===== src/rtl/bus_pkg.sv =====
// Shared definitions for the bus scheduler: slot encodings, bus owner
// enumeration and the ROM address decode constant.
package bus_pkg;

    // Slot numbering inside one four-clock CPU cycle
    localparam logic [1:0] SLOT_FETCH_LO = 2'd0;
    localparam logic [1:0] SLOT_FETCH_HI = 2'd1;
    localparam logic [1:0] SLOT_CPU_A    = 2'd2;
    localparam logic [1:0] SLOT_CPU_B    = 2'd3;

    // Address bits 15:14 that select the ROM
    localparam logic [1:0] ROM_DECODE = 2'b11;

    // Width of the per-scanline DMA grant counter
    localparam int LINE_CNT_W = 6;

    // Owner of the video-fetch slot pair
    typedef enum logic {
        VIDEO = 1'b0,
        DMA   = 1'b1
    } owner_e;

    // True for the two fetch slots, false for the two CPU slots
    function automatic logic is_fetch_slot(input logic [1:0] slot);
        return (slot[1] == 1'b0);
    endfunction

endpackage


===== src/rtl/bus_slot_counter.sv =====
// Four-phase slot counter. Produces the slot number being set up this clock
// and the registered CPU clock (phi2) and final-quarter flag (last) that
// describe the slot presented on the outputs after the next edge.
module bus_slot_counter
    import bus_pkg::*;
(
    input  logic       master_clock,
    input  logic       reset_n,
    output logic [1:0] slot,
    output logic       phi2,
    output logic       last
);

    logic [1:0] slot_r;
    logic       phi2_r;
    logic       last_r;

    // Free-running slot counter; outputs follow the slot being loaded
    always_ff @(posedge master_clock) begin
        if (!reset_n) begin
            slot_r <= SLOT_FETCH_LO;
            phi2_r <= 1'b0;
            last_r <= 1'b0;
        end else begin
            slot_r <= slot_r + 2'd1;
            phi2_r <= slot_r[1];
            last_r <= (slot_r == SLOT_CPU_B);
        end
    end

    assign slot = slot_r;
    assign phi2 = phi2_r;
    assign last = last_r;

endmodule


===== src/rtl/bus_scheduler.sv =====
// Bus scheduler: time-slices the shared memory bus between video fetch,
// an optional DMA requester and the CPU, and generates the active-low
// memory/VIA strobes. All outputs are registered and describe the slot
// that the slot counter held at the preceding edge, so the first clock
// after reset release is slot 0.
// Optional feature: define DMA_PORT_EN to enable the DMA owner, the
// per-line grant counter and the dma_grant/dma_ack handshake.
module bus_scheduler
    import bus_pkg::*;
#(
    parameter logic [7:0] VIA_PAGE     = 8'h07,
    parameter int         DMA_LINE_MAX = 16
)
(
    input  logic       master_clock,
    input  logic       reset_n,
    input  logic [7:0] cpu_addr_hi,
    input  logic       cpu_rw,
    input  logic       blank,
    input  logic       line_start,
    input  logic       dma_req,
    input  logic       dma_rw,
    output logic       phi2,
    output logic       last,
    output logic       latch,
    output logic       ram,
    output logic       rom,
    output logic       via,
    output logic       oe,
    output logic       we,
    output logic       vid_en,
    output logic       dma_grant,
    output logic       dma_ack
);

    localparam logic [LINE_CNT_W-1:0] LINE_MAX_C = LINE_CNT_W'(DMA_LINE_MAX);

    logic [1:0] slot_s;
    owner_e     owner_r;
    owner_e     owner_next_s;

    logic latch_s, ram_s, rom_s, via_s, oe_s, we_s, vid_en_s, grant_s, ack_s;
    logic latch_r, ram_r, rom_r, via_r, oe_r, we_r, vid_en_r, grant_r, ack_r;

    bus_slot_counter u_slot (
        .master_clock (master_clock),
        .reset_n      (reset_n),
        .slot         (slot_s),
        .phi2         (phi2),
        .last         (last)
    );

`ifdef DMA_PORT_EN
    logic [LINE_CNT_W-1:0] line_cnt_r;

    // Per-line DMA grant counter; a coincident line start counts that grant
    always_ff @(posedge master_clock) begin
        if (!reset_n) begin
            line_cnt_r <= {LINE_CNT_W{1'b0}};
        end else if (line_start && ack_r) begin
            line_cnt_r <= {{(LINE_CNT_W-1){1'b0}}, 1'b1};
        end else if (line_start) begin
            line_cnt_r <= {LINE_CNT_W{1'b0}};
        end else if (ack_r && (line_cnt_r < LINE_MAX_C)) begin
            line_cnt_r <= line_cnt_r + {{(LINE_CNT_W-1){1'b0}}, 1'b1};
        end else begin
            line_cnt_r <= line_cnt_r;
        end
    end
`else
    // Without the DMA port these inputs have no effect on the bus
    logic dma_port_unused_s;
    assign dma_port_unused_s = dma_req ^ dma_rw ^ blank ^ line_start ^ (|LINE_MAX_C);
`endif

    // Owner next-state: decided only as the slot counter wraps 3 -> 0
    always_comb begin
        owner_next_s = owner_r;
        if (slot_s == SLOT_CPU_B) begin
`ifdef DMA_PORT_EN
            if (dma_req && blank && (line_cnt_r < LINE_MAX_C)) begin
                owner_next_s = DMA;
            end else begin
                owner_next_s = VIDEO;
            end
`else
            owner_next_s = VIDEO;
`endif
        end else begin
            owner_next_s = owner_r;
        end
    end

    // Owner state register
    always_ff @(posedge master_clock) begin
        if (!reset_n) begin
            owner_r <= VIDEO;
        end else begin
            owner_r <= owner_next_s;
        end
    end

    // Strobe and bus-enable decode for the slot being loaded
    always_comb begin
        latch_s  = 1'b1;
        ram_s    = 1'b1;
        rom_s    = 1'b1;
        via_s    = 1'b1;
        oe_s     = 1'b1;
        we_s     = 1'b1;
        vid_en_s = 1'b0;
        grant_s  = 1'b0;
        ack_s    = 1'b0;
        case (slot_s)
            SLOT_FETCH_LO, SLOT_FETCH_HI: begin
                ram_s = 1'b0;
                if (owner_r == VIDEO) begin
                    vid_en_s = 1'b1;
                    oe_s     = 1'b0;
                    latch_s  = (slot_s != SLOT_FETCH_LO);
                end else begin
`ifdef DMA_PORT_EN
                    grant_s = 1'b1;
                    ack_s   = (slot_s == SLOT_FETCH_HI);
                    if (!dma_rw) begin
                        oe_s = 1'b1;
                        we_s = (slot_s != SLOT_FETCH_HI);
                    end else begin
                        oe_s = 1'b0;
                        we_s = 1'b1;
                    end
`else
                    oe_s = 1'b0;
`endif
                end
            end
            SLOT_CPU_A, SLOT_CPU_B: begin
                if (cpu_addr_hi == VIA_PAGE) begin
                    via_s = 1'b0;
                end else if (cpu_addr_hi[7:6] == ROM_DECODE) begin
                    rom_s = 1'b0;
                end else begin
                    ram_s = 1'b0;
                end
                oe_s = ~cpu_rw;
                we_s = ~((slot_s == SLOT_CPU_B) && !cpu_rw);
            end
            default: begin
                latch_s = 1'b1;
            end
        endcase
    end

    // Output registers; reset forces every strobe inactive and aborts DMA
    always_ff @(posedge master_clock) begin
        if (!reset_n) begin
            latch_r  <= 1'b1;
            ram_r    <= 1'b1;
            rom_r    <= 1'b1;
            via_r    <= 1'b1;
            oe_r     <= 1'b1;
            we_r     <= 1'b1;
            vid_en_r <= 1'b0;
            grant_r  <= 1'b0;
            ack_r    <= 1'b0;
        end else begin
            latch_r  <= latch_s;
            ram_r    <= ram_s;
            rom_r    <= rom_s;
            via_r    <= via_s;
            oe_r     <= oe_s;
            we_r     <= we_s;
            vid_en_r <= vid_en_s && is_fetch_slot(slot_s);
            grant_r  <= grant_s;
            ack_r    <= ack_s;
        end
    end

    assign latch     = latch_r;
    assign ram       = ram_r;
    assign rom       = rom_r;
    assign via       = via_r;
    assign oe        = oe_r;
    assign we        = we_r;
    assign vid_en    = vid_en_r;
    assign dma_grant = grant_r;
    assign dma_ack   = ack_r;

endmodule


===== config.mk =====
export PLATFORM = sky130hd
export DESIGN_NAME = bus_scheduler
export DESIGN_NICKNAME = d
export VERILOG_FILES = /design/src/rtl/bus_pkg.sv /design/src/rtl/bus_slot_counter.sv /design/src/rtl/bus_scheduler.sv
export SDC_FILE = /design/constraint.sdc
export NUM_CORES = 1
export LEC_CHECK = 0
export ABC_AREA = 0
export CORE_AREA = 2 2 39 41
export CTS_BUF_LIST = sky130_fd_sc_hd__clkbuf_4
export CTS_CLUSTER_DIAMETER = 200
export CTS_CLUSTER_SIZE = 25
export DETAILED_ROUTE_END_ITERATION = 6
export DIE_AREA = 0 0 41 43
export PLACE_DENSITY = 0.71
export SLEW_MARGIN = 20
export SYNTH_ARGS = -nofsm -noshare
export SYNTH_HDL_FRONTEND = slang
export SYNTH_SLANG_ARGS = --single-unit

===== constraint.sdc =====
create_clock -name master_clock -period 1.4 [get_ports master_clock]
set_input_delay 0.21 -clock master_clock [delete_from_list [all_inputs] [get_ports master_clock]]
set_output_delay 0.21 -clock master_clock [all_outputs]
set_load 0.01 [all_outputs]

==> results.md, run 1 <==
* Antenna Nets Post-Route at 0
* Number of placed I/O pins at 26
* Max-Cap Viols at 0
* Final core occ at roughly 47%
* Synthesized area at 415.4 um^2
* Synth Register Bits at 11
* Synth area leaders: dfxtp_1 (53%), ha_1 (12%), nor4b_4 (5.7%), and2_1 (4.5%), buf_4 (3.6%)
* Pwr Density at between 1000 and 1500 nW/um^2
* WP buf/inv at 1
* RSZ-0062 raised after global routing: no
* CP peak stage delay at 0.53 ns
* CP required at about 1.2 ns
* Starting Density at a little under a third
* H-tree Lvls at 1
* Post-Layout Inst Area at ~640 um^2
* Post-synth top area cell: dfxtp_1
* Crit end category: output pin
* Global-route wire length before repair at about 1100 um
* Drt drc at 0
* Largest net degree at the start of global routing at 10
* Worst Path Max Fanout at 1
* Max reg flops at 2
* Fmax at between 700 and 800 MHz
* CTS resizes at 0
* Min Tclk post-route at 1.322 ns
* Height of the die at 43 um
* Register area share after synthesis at between 50% and 60%
* WS Path Type: reg2out
* Status: finished clean
* Port Buffers at 19
* Hold Fails Final Rpt at 0
* Count of flip-flops with a built-in enable after synthesis at 0
* # hold bufs at CTS at 0
* Nets at 78
* Vias in the first global route at 280
* CP top delay family: buffers and inverters
* Overflow after GRT at 0
* Die width at about 40 um
* Clock tree from TritonCTS: yes
* TNS Setup at 0 ns
* Post-synthesis async set-or-reset flop share at 0%
* Synth-to-layout area growth at 55.12%
* Final Cycle Share at around 94%
* Most frequent cell after synthesis: dfxtp_1
* CTS Buf Count at 3
* Antenna cells at 0
* YS warnings at 0
* Core area at 1384 um^2
* Clk_skew at roughly 0.0046 ns
* Antenna violations before repair at 0
* Share of layout cells above drive strength 1 at about a tenth
* Dpl hpwl at around 600 um
* Root buffer cell: clkbuf_4
* Clock Pin Slew Worst Setup and Hold Paths at around 0.070 ns
* Die area at roughly 1800 um^2
* Mapped Cells at 36
* Setup Fix Bufs, Post-CTS at 0
* WP data arrival at approximately 1.1 ns
* Placed cell areas at 614.3 um^2
* CP cell instances: clkdlybuf4s50_1
* Peak supply drop at 0.3636 mV
* Clk buf depth at 2
* Avg WL per Cell at roughly 10 um
* Count of cell types in the netlist at 17
* GPL Wtd Cong at about 0.67
* Pleak at about 0.27 nW
* Worst skew pair latency at roughly 0.27 ns
* Initial DRC count at 2
* Drt total wl at around 770 um
* Slowest CP cell: clkdlybuf4s50_1
* Top FF cell, synth: dfxtp_1
* Proportion of netlist area held by the largest area contributor at between 50% and 60%
* Pwr Total at slightly below 0.0007 W
* Overall routing resource usage at about a tenth
* Max Slew Vio Count at 0
* # rows at 14
* Drt pass-1 iters at 4
* WHS at between 0.4 and 0.5 ns
* Via count at between 300 and 400
* Clock sinks at 11
* Top cells by count, synth: dfxtp_1 (11), ha_1 (4), and2_1 (3)
* Startpoint Class: flop
* Detail-routed via count per cell at roughly 4.5
* Final setup fails at 0
* Syn Area/Cell at approximately 12 um^2
* Hold crit path type: reg2reg
[cell type report]
cell class / instances / area [um^2]
Fill cell: 126 / 739.5
Sequential cell: 11 / 220.2
Multi-Input combinational cell: 22 / 176.4
Timing Repair Buffer: 19 / 190.2
Clock buffer: 4 / 30.03
Inverter: 2 / 7.507
Tap cell: 16 / 20.02
[placed cells by master, fill, tap and decap left out]
cell type / instances
a22oi_1: 1
and2_1: 3
and4bb_2: 1
clkbuf_4: 4
clkdlybuf4s50_1: 19
conb_1: 2
dfxtp_1: 11
ha_1: 4
inv_1: 2
nand2_1: 1
nand2b_1: 1
nand3_1: 2
nor2_1: 1
nor2b_1: 2
nor4b_4: 1
o211a_1: 1
o21ai_0: 1
o21ai_1: 1
[logic make-up after synthesis]
| group | Yosys count | share of synthesized area [%] |
|---|---|---|
| compound gates | 4 | 6.625 |
| fa+ha+maj | 4 | 12.05 |
| buf+inv | 4 | 5.421 |
| flops | 11 | 53.01 |
| other cells | 1 | 0.9027 |
| simple gates | 12 | 21.99 |
[power by group]
group          internal (W)  switching (W)
combinational     0.0000669      0.0000429
sequential         0.000333     0.00000820
clock              0.000130       0.000101
[per-stage QoR]
| stage | worst slack (ns) | std cells |
|---|---|---|
| detailed placement | 0.04302 | 70 |
| finish | 0.07834 | 74 |
| CTS | 0.06862 | 74 |
| floorplan | 0.4632 | 37 |
| global placement | 0.07646 | 70 |
| global route | 0.01923 | 74 |
[path summary, 6_finish.rpt]
kind / start / end / slack (ns) / depth (start not counted)
hold / removal: u_slot.slot[0] / u_slot.slot[0] / 0.49 / 1
hold reg to reg: u_slot.slot[0] / u_slot.slot[0] / 0.49 / 1
setup reg to reg: u_slot.slot[0] / rom / 0.33 / 5
setup / recovery: ram / ram / 0.08 / 1
[routing by layer]
| metal | vias to the layer above | track usage (%) | wire (um) |
|---|---|---|---|
| met5 | - | 0 | 0 |
| li1 | 159 | - | - |
| met2 | 17 | 15.94 | 376 |
| met1 | 148 | 9.416 | 284 |
| met3 | 6 | 5.236 | 63 |
| met4 | 0 | 10.00 | 45 |
Power figures use the tool's default switching activity.
==> run 2: changes to the inputs <==
--- a/config.mk
+++ b/config.mk
@@ -6,6 +6,7 @@
 export NUM_CORES = 1
 export LEC_CHECK = 0
 export ABC_AREA = 0
+export ABC_CLOCK_PERIOD_IN_PS = 1400
 export CORE_AREA = 2 2 39 41
 export CTS_BUF_LIST = sky130_fd_sc_hd__clkbuf_4
 export CTS_CLUSTER_DIAMETER = 200
==> results of run 2 <==
The final DEF is identical to that of run 1; final timing and power are the same.
